--- config.mk ---
export PLATFORM = sky130hd
export DESIGN_NAME = seed_session_ctrl
export DESIGN_NICKNAME = d
export VERILOG_FILES = /design/src/rtl/seed_session_ctrl.sv
export SDC_FILE = /design/constraint.sdc
export NUM_CORES = 1
export LEC_CHECK = 0
export BUFFER_PORTS_ARGS = -buffer_cell sky130_fd_sc_hd__clkbuf_2
export CORE_MARGIN = 3
export CORE_UTILIZATION = 42
export CTS_CLUSTER_SIZE = 25
export DETAILED_ROUTE_END_ITERATION = 10
export GPL_TIMING_DRIVEN = 0
export MAX_ROUTING_LAYER = met4
export SLEW_MARGIN = 10
export SYNTH_ARGS = -nofsm -noshare
export SYNTH_HDL_FRONTEND = slang
export SYNTH_SLANG_ARGS = --single-unit
--- constraint.sdc ---
create_clock -name clk -period 3.1 [get_ports clk]
set_input_delay 0.62 -clock clk [delete_from_list [all_inputs] [get_ports clk]]
set_output_delay 0.62 -clock clk [all_outputs]
set_load 0.03 [all_outputs]
--- src/rtl/seed_session_ctrl.sv ---
// Session sequencer for the SEED path: key, then N blocks through deserializer -> core -> serializer.
// Control-only; tracks order, block count, core stalls and overruns.
module seed_session_ctrl #(
  parameter int MAX_BLOCKS = 16,
  parameter int TIMEOUT    = 64,
  localparam int CW        = $clog2(MAX_BLOCKS + 1)
) (
  input  logic          clk,
  input  logic          reset,
  input  logic          cmd_start,
  input  logic          cmd_enc_dec,
  input  logic [CW-1:0] num_blocks,
  input  logic          key_valid,
  input  logic          blk_valid,
  output logic          in_ready,
  output logic          core_start,
  output logic          core_enc_dec,
  input  logic          core_done,
  output logic          ser_start,
  input  logic          ser_done,
  output logic          busy,
  output logic [CW-1:0] blk_cnt,
  output logic          done,
  output logic          error,
  output logic [1:0]    err_code
);

  localparam int TW = (TIMEOUT > 1) ? $clog2(TIMEOUT) : 1;

  localparam logic [1:0] ERR_NONE    = 2'b00;
  localparam logic [1:0] ERR_COUNT   = 2'b01;
  localparam logic [1:0] ERR_TIMEOUT = 2'b10;
  localparam logic [1:0] ERR_OVERRUN = 2'b11;

  typedef enum logic [2:0] {
    ST_IDLE,
    ST_WAIT_KEY,
    ST_WAIT_BLK,
    ST_CORE,
    ST_SEND,
    ST_ERR
  } state_t;

  state_t        state_q, state_d;
  logic          mode_q, mode_d;
  logic [CW-1:0] num_q, num_d;
  logic [CW-1:0] cnt_q, cnt_d;
  logic [TW-1:0] tmr_q, tmr_d;
  logic [1:0]    err_code_q, err_code_d;
  logic          core_start_q, core_start_d;
  logic          ser_start_q, ser_start_d;
  logic          done_q, done_d;
  logic          busy_q, busy_d;
  logic          in_ready_q, in_ready_d;
  logic          error_q, error_d;

  logic          overrun;
  logic [CW-1:0] cnt_inc;

  assign overrun = key_valid | blk_valid;
  assign cnt_inc = cnt_q + CW'(1);

  always_comb begin
    state_d      = state_q;
    mode_d       = mode_q;
    num_d        = num_q;
    cnt_d        = cnt_q;
    tmr_d        = tmr_q;
    err_code_d   = err_code_q;
    core_start_d = 1'b0;
    ser_start_d  = 1'b0;
    done_d       = 1'b0;

    case (state_q)
      ST_IDLE, ST_ERR: begin
        if (cmd_start) begin
          mode_d     = cmd_enc_dec;
          num_d      = num_blocks;
          cnt_d      = '0;
          err_code_d = ERR_NONE;
          if (num_blocks == '0 || num_blocks > CW'(MAX_BLOCKS)) begin
            state_d    = ST_ERR;
            err_code_d = ERR_COUNT;
          end else begin
            state_d = ST_WAIT_KEY;
          end
        end
      end
      ST_WAIT_KEY: begin
        if (key_valid) state_d = ST_WAIT_BLK;
      end
      ST_WAIT_BLK: begin
        if (blk_valid) begin
          state_d      = ST_CORE;
          core_start_d = 1'b1;
          tmr_d        = '0;
        end
      end
      ST_CORE: begin
        // Overrun beats core_done, which in turn beats the timeout on the expiry cycle.
        if (overrun) begin
          state_d    = ST_ERR;
          err_code_d = ERR_OVERRUN;
        end else if (core_done) begin
          state_d     = ST_SEND;
          ser_start_d = 1'b1;
        end else if (tmr_q == TW'(TIMEOUT - 1)) begin
          state_d    = ST_ERR;
          err_code_d = ERR_TIMEOUT;
        end else begin
          tmr_d = tmr_q + TW'(1);
        end
      end
      ST_SEND: begin
        if (overrun) begin
          state_d    = ST_ERR;
          err_code_d = ERR_OVERRUN;
        end else if (ser_done) begin
          cnt_d = cnt_inc;
          if (cnt_inc == num_q) begin
            state_d = ST_IDLE;
            done_d  = 1'b1;
          end else begin
            state_d = ST_WAIT_BLK;
          end
        end
      end
      default: state_d = ST_IDLE;
    endcase

    busy_d     = (state_d == ST_WAIT_KEY) || (state_d == ST_WAIT_BLK) ||
                 (state_d == ST_CORE) || (state_d == ST_SEND);
    in_ready_d = (state_d == ST_WAIT_KEY) || (state_d == ST_WAIT_BLK);
    error_d    = (state_d == ST_ERR);
  end

  always_ff @(posedge clk or negedge reset) begin
    if (!reset) begin
      state_q      <= ST_IDLE;
      mode_q       <= 1'b0;
      num_q        <= '0;
      cnt_q        <= '0;
      tmr_q        <= '0;
      err_code_q   <= ERR_NONE;
      core_start_q <= 1'b0;
      ser_start_q  <= 1'b0;
      done_q       <= 1'b0;
      busy_q       <= 1'b0;
      in_ready_q   <= 1'b0;
      error_q      <= 1'b0;
    end else begin
      state_q      <= state_d;
      mode_q       <= mode_d;
      num_q        <= num_d;
      cnt_q        <= cnt_d;
      tmr_q        <= tmr_d;
      err_code_q   <= err_code_d;
      core_start_q <= core_start_d;
      ser_start_q  <= ser_start_d;
      done_q       <= done_d;
      busy_q       <= busy_d;
      in_ready_q   <= in_ready_d;
      error_q      <= error_d;
    end
  end

  assign in_ready     = in_ready_q;
  assign core_start   = core_start_q;
  assign core_enc_dec = mode_q;
  assign ser_start    = ser_start_q;
  assign busy         = busy_q;
  assign blk_cnt      = cnt_q;
  assign done         = done_q;
  assign error        = error_q;
  assign err_code     = err_code_q;

endmodule

======== Yosys cells after proc, flatten, opt, wreduce, memory -nomap -nowiden ========
Index checks and enable logic that the tools add are counted.
cells by class
  add/subtract/negate cells ............... 2
  order comparisons ....................... 1
  equal/unequal tests ..................... 22
  mux-type cells .......................... 36
  bitwise operators ....................... 1
  reductions and logical operators ........ 14
operators by type and width
  kind                                                                   count
  3-bit two-way mux                                                      9
  6-bit two-way mux                                                      4
  2-bit != test, second input constant                                   8
  5-bit two-way mux                                                      3
  3-bit case mux with 5 select lines                                     1
  3-bit by 2-bit equality test with 1-bit output, second input constant  4
  3-bit equality test, second input constant                             4
  2-bit two-way mux                                                      6
  6-bit case mux with 2 select lines                                     1
  1-bit two-way mux                                                      10
  5-bit case mux with 2 select lines                                     1
  5-bit AND reduction                                                    2
  6-bit by 1-bit adder with 6-bit output, second input constant          1
  3-bit by 1-bit equality test with 1-bit output, second input constant  2
  6-bit equality test, second input constant                             1
  3-bit != test, second input constant                                   2
  2-bit case mux with 3 select lines                                     1
  5-bit by 1-bit adder with 5-bit output, second input constant          1
  5-bit equality test                                                    1
  5-bit > comparator, second input constant                              1
  5-bit zero test                                                        1
  1-bit logical OR                                                       4
  4-bit AND reduction                                                    1
  2-bit nonzero test                                                     2
  other kinds (5)                                                        5
storage, ports and cells
  register bits ........................... 28
  input port bits ......................... 13
  output and inout bits ................... 14
  logic and storage cells ................. 88

======== Depth between registers and ports, before layout ========
  depth in word-level cells ............... 10
  depth in mapped cells ................... 8
  gate-level depth less buffers ........... 6

======== Worst setup path after synthesis ========
OpenSTA, ideal clock, no wires.
  path kind ............................... input -> register
  start ................................... input port blk_valid
  end ..................................... register tmr_q[3]
  library setup time ...................... 0.125 ns
  arrival time ............................ 1.952 ns
  required time ........................... 2.975 ns
  path slack .............................. 1.023 ns
  stages .................................. 5
  path buffers ............................ 0
  path through ............................ or3_4 -> a311oi_2 -> nor3_2 -> nor4b_2 -> mux2_2
between the ends
  longest elaborated chain between the ends .. 3
  elaborated cells between the ends (all ways) .. 4
  those cells by class .................... eq/ne: 2; bitwise: 1; reduce/logical: 1
ends and longest elaborated chain
  element                          line  source
  from (decl)                      14    input logic blk_valid,
  1-bit OR                         60    assign overrun = key_valid | blk_valid;
  2-bit != test (no line)          --
  5-bit AND reduction (no line) *  --
  to (signal assigned)             156   tmr_q <= tmr_d;
  to (decl)                        48    logic [TW-1:0] tmr_q, tmr_d;
Mark *: on every way between the ends. The rest lies on a longest branch, timed or not.
A chain may end at the register's enable or synchronous reset.

======== Worst setup path after layout ========
  start ................................... input port blk_valid
  end ..................................... register in_ready_q, in the netlist in_ready
between the ends
  longest elaborated chain between the ends .. 5
  elaborated cells between the ends (all ways) .. 8
  those cells by class .................... eq/ne: 2; mux: 4; bitwise: 1; reduce/logical: 1
ends and longest elaborated chain
  element                                                                                                           line      source
  1-bit OR                                                                                                          60
  3-bit two-way mux, on equally long branches                                                                       115, 101
  3-bit case mux with 5 select lines *                                                                              74        case (state_q)
  3-bit by 1-bit equality test with 1-bit output or 3-bit by 2-bit equality test with 1-bit output (tied branches)  133       in_ready_d = (state_d == ST_WAIT_KEY) || (state_d == ST_WAIT_BLK);
  1-bit logical OR *                                                                                                133
  net in_ready_d                                                                                                    54        logic in_ready_q, in_ready_d;
  to (signal assigned)                                                                                              162       in_ready_q <= in_ready_d;
  to (decl)                                                                                                         54
Mark *: on every way through the listed nets, which the timed path passes. The rest lies on a longest branch.

==> flow_summary.ini <==
[route]
wl_per_cell_um = 14.3
ant_nets = 0
wl_met1_um = 1660
drtIter0Drc = 43
top_layer = met4
dr_wl_met3_um = 117
totalWireLength_um = 3200
drc = 0
vias_per_cell = 5.50
vias = 1233
drt-pass1-iter-count = 4
wl_met2_um = 1400

[placed_design]
place_area_um2 = 1780
dp_slack_ns = 0.774
place.gp.congestion = 0.846
io_buffer_count = 26
dp_hpwl_um = 2440

[yosys]
synth_common_cells = dfrtp_1 (28), o21ai_0 (9), mux2_2 (8), nand2_1 (8), nor2_1 (8)
synth.most_common_cell = dfrtp_1
synth_area_um2 = 1590
async_reset_ff_frac = 1.00
yosysUniqueCellTypes = 50
synthTopCellsByArea = dfrtp_1 (44%), mux2_2 (5.7%), o21ai_0 (2.8%)
synth_nets = 163
syn-instance-count = 148
seq_area_frac_synth = 0.441
yosysWarnings = 0
synth_flop_cell = dfrtp_1
ys_ff_latch = 28
synth_top_area_frac = 0.441
synth_edf_count = 0
yosys.area.top_type = dfrtp_1
syn_area_per_cell_um2 = 10.7

[floorplan]
ios = 27
dieArea_um2 = 4550
initial_core_util = 0.454
rows = 21
dieHeight_um = 67.5
die_x_um = 67.5
core_um2 = 3490

[timing]
drv_slew = 0
layout_setup_ws_ns = 1.07
clock-skew-final_ns = 0.00114
finalHoldViolations = 0
worstMarginPinSlew_ns = 0.699
setup_tns_ns = 0
slew-limit-headroom = 0.534
fin_crit_sh = 0.656
fmax_mhz = 491
fin_crit_ns = 2.03
timing.hold.ws_ns = 0.373
rsz0062_at_grt = no
finalSetupViolations = 0

[power_and_ir_drop]
totalPowerFinal_uw = 1620
swShare = 0.392
power_density_nw_per_um2 = 875
seq_power_share = 0.348
p_leak_uw = 0.000868
p_int_uw = 982
power_frac_clock = 0.176
peakVddDrop_mv = 0.430
power_frac_comb = 0.476
switchingPower_uw = 634

[critical_path]
critical-path-top-delay-family = compound AO/OA/AOI/OAI gates
end_kind = register
criticalPathCategory = input port to register
critPathMaxStageDelay_ns = 0.40
cp_slowest_cell = or3_4
worst_setup_path_start_kind = input port
critical_path_buf_inv_count = 1
required_ns = 3.31
crit_chain = clkbuf_2, or3_4, a31oi_1, o22ai_1, a221oi_4, a21boi_2
cp_max_fo = 6
cp.arrival_ns = 2.24

[clocking]
clock_sinks = 28
ctsHoldBuffers = 0
clkLatencyLatePin_ns = 0.27
cts-htree-levels = 1
post_cts_resized = 0
clk_pin_slew_ns = 0.09
cts_tree = done
cts-root-buf = clkbuf_8
cts_made_buffers = 3
cts_buffer_depth = 2
cts_setup_buffers = 0

[global_route]
grt_max_degree = 29
grt_first_pass_wirelength_um = 5570
antenna_found_initial = 0
track_usage = 0.164
grt_pass1_vias = 1228
gr-total-overflow = 0

[cells_and_area]
areaGrowthSynthToFinish_pct = 16.3
finalNetCount = 194
drive_above_1_share = 0.309
n_antenna_cell = 0
design_area_um2 = 1850

[worst_hold_path]
hp-class = input port to async pin

[status]
outcome = completed

[run]
cap_violations = 0
sequential cells by signal (all words and copies together), names as in the netlist:
signal        cells
blk_cnt           5
done              1
tmr_q             6
busy              1
ser_start         1
state_q           3
err_code          2
core_start        1
in_ready          1
error             1
core_enc_dec      1
num_q             5
cell usage in the layout, fill, tap and decap left out, types with 2 or more instances in the layout:
cell / synthesis / routed
a22o_1: 3 / 3
a31oi_1: 2 / 2
o21ai_0: 9 / 9
xor2_1: 5 / 5
clkbuf_2: 0 / 26
dfrtp_1: 28 / 28
buf_2: 3 / 3
and3_1: 6 / 6
or4_1: 2 / 2
o22ai_1: 3 / 3
nand2_1: 8 / 8
nor2b_1: 4 / 4
nor2_1: 8 / 8
a21oi_1: 4 / 4
xnor3_1: 2 / 2
xnor2_1: 3 / 3
inv_1: 5 / 5
nand2b_1: 6 / 6
or2_2: 2 / 2
nor3_1: 2 / 2
clkbuf_8: 0 / 3
nand3_1: 4 / 4
o31ai_1: 2 / 2
ha_1: 2 / 2
mux2_2: 8 / 8
through the flow:
| step | cells | util |
|---|---|---|
| 2_1_floorplan | 148 | - |
| 3_3_place_gp | 220 | 0.508 |
| 3_5_place_dp | 220 | 0.508 |
| 4_1_cts | 224 | 0.528 |
| 5_1_grt | 224 | 0.528 |
| 6_report | 224 | 0.528 |
worst paths after layout:
kind	from	endpoint	slack, ns	depth (start not counted)
setup / recovery	blk_valid	in_ready	1.07	6
hold / removal	reset	blk_cnt[4]	0.37	1
setup reg to reg	state_q[1]	busy	1.11	8
hold reg to reg	err_code[1]	err_code[1]	0.50	1
max in group asynchronous	reset	tmr_q[5]	2.27	1
min in group clk	err_code[1]	err_code[1]	0.50	1
area by class of cell:
class	count	area [µm²]
Inverter	6	22.5
Sequential cell	28	701
Buffer	5	26.3
Multi-Input combinational cell	109	838
Fill cell	344	1650
Clock inverter	1	30.0
Timing Repair Buffer	26	130
Clock buffer	3	41.3
Tap cell	46	57.6
power groups by stage:
stage | Sequential (µW) | Combinational, µW | Clock (µW)
final | 562 | 769 | 285
after CTS | 563 | 772 | 292
after detailed placement | 567 | 767 | 0
after floorplan | 633 | 529 | 0
after global placement | 561 | 761 | 0
after global routing | 578 | 853 | 309
routing by layer:
metal,vias to the layer above,track usage
met1,600,0.238
met5,-,-
met3,4,0.0233
li1,604,-
met4,0,0.0430
met2,25,0.241
kinds of logic after synthesis:
family | count (synthesis) | synth area share
buffers and inverters | 11 | 0.0307
multiplexers | 9 | 0.0630
AND/OR/NAND/NOR | 53 | 0.199
XOR/XNOR | 10 | 0.0725
AO/OA/AOI/OAI | 35 | 0.178
adder cells (fa/ha/maj) | 2 | 0.0158
flip-flops | 28 | 0.441
Note: power is estimated with default switching activity, not from simulation.
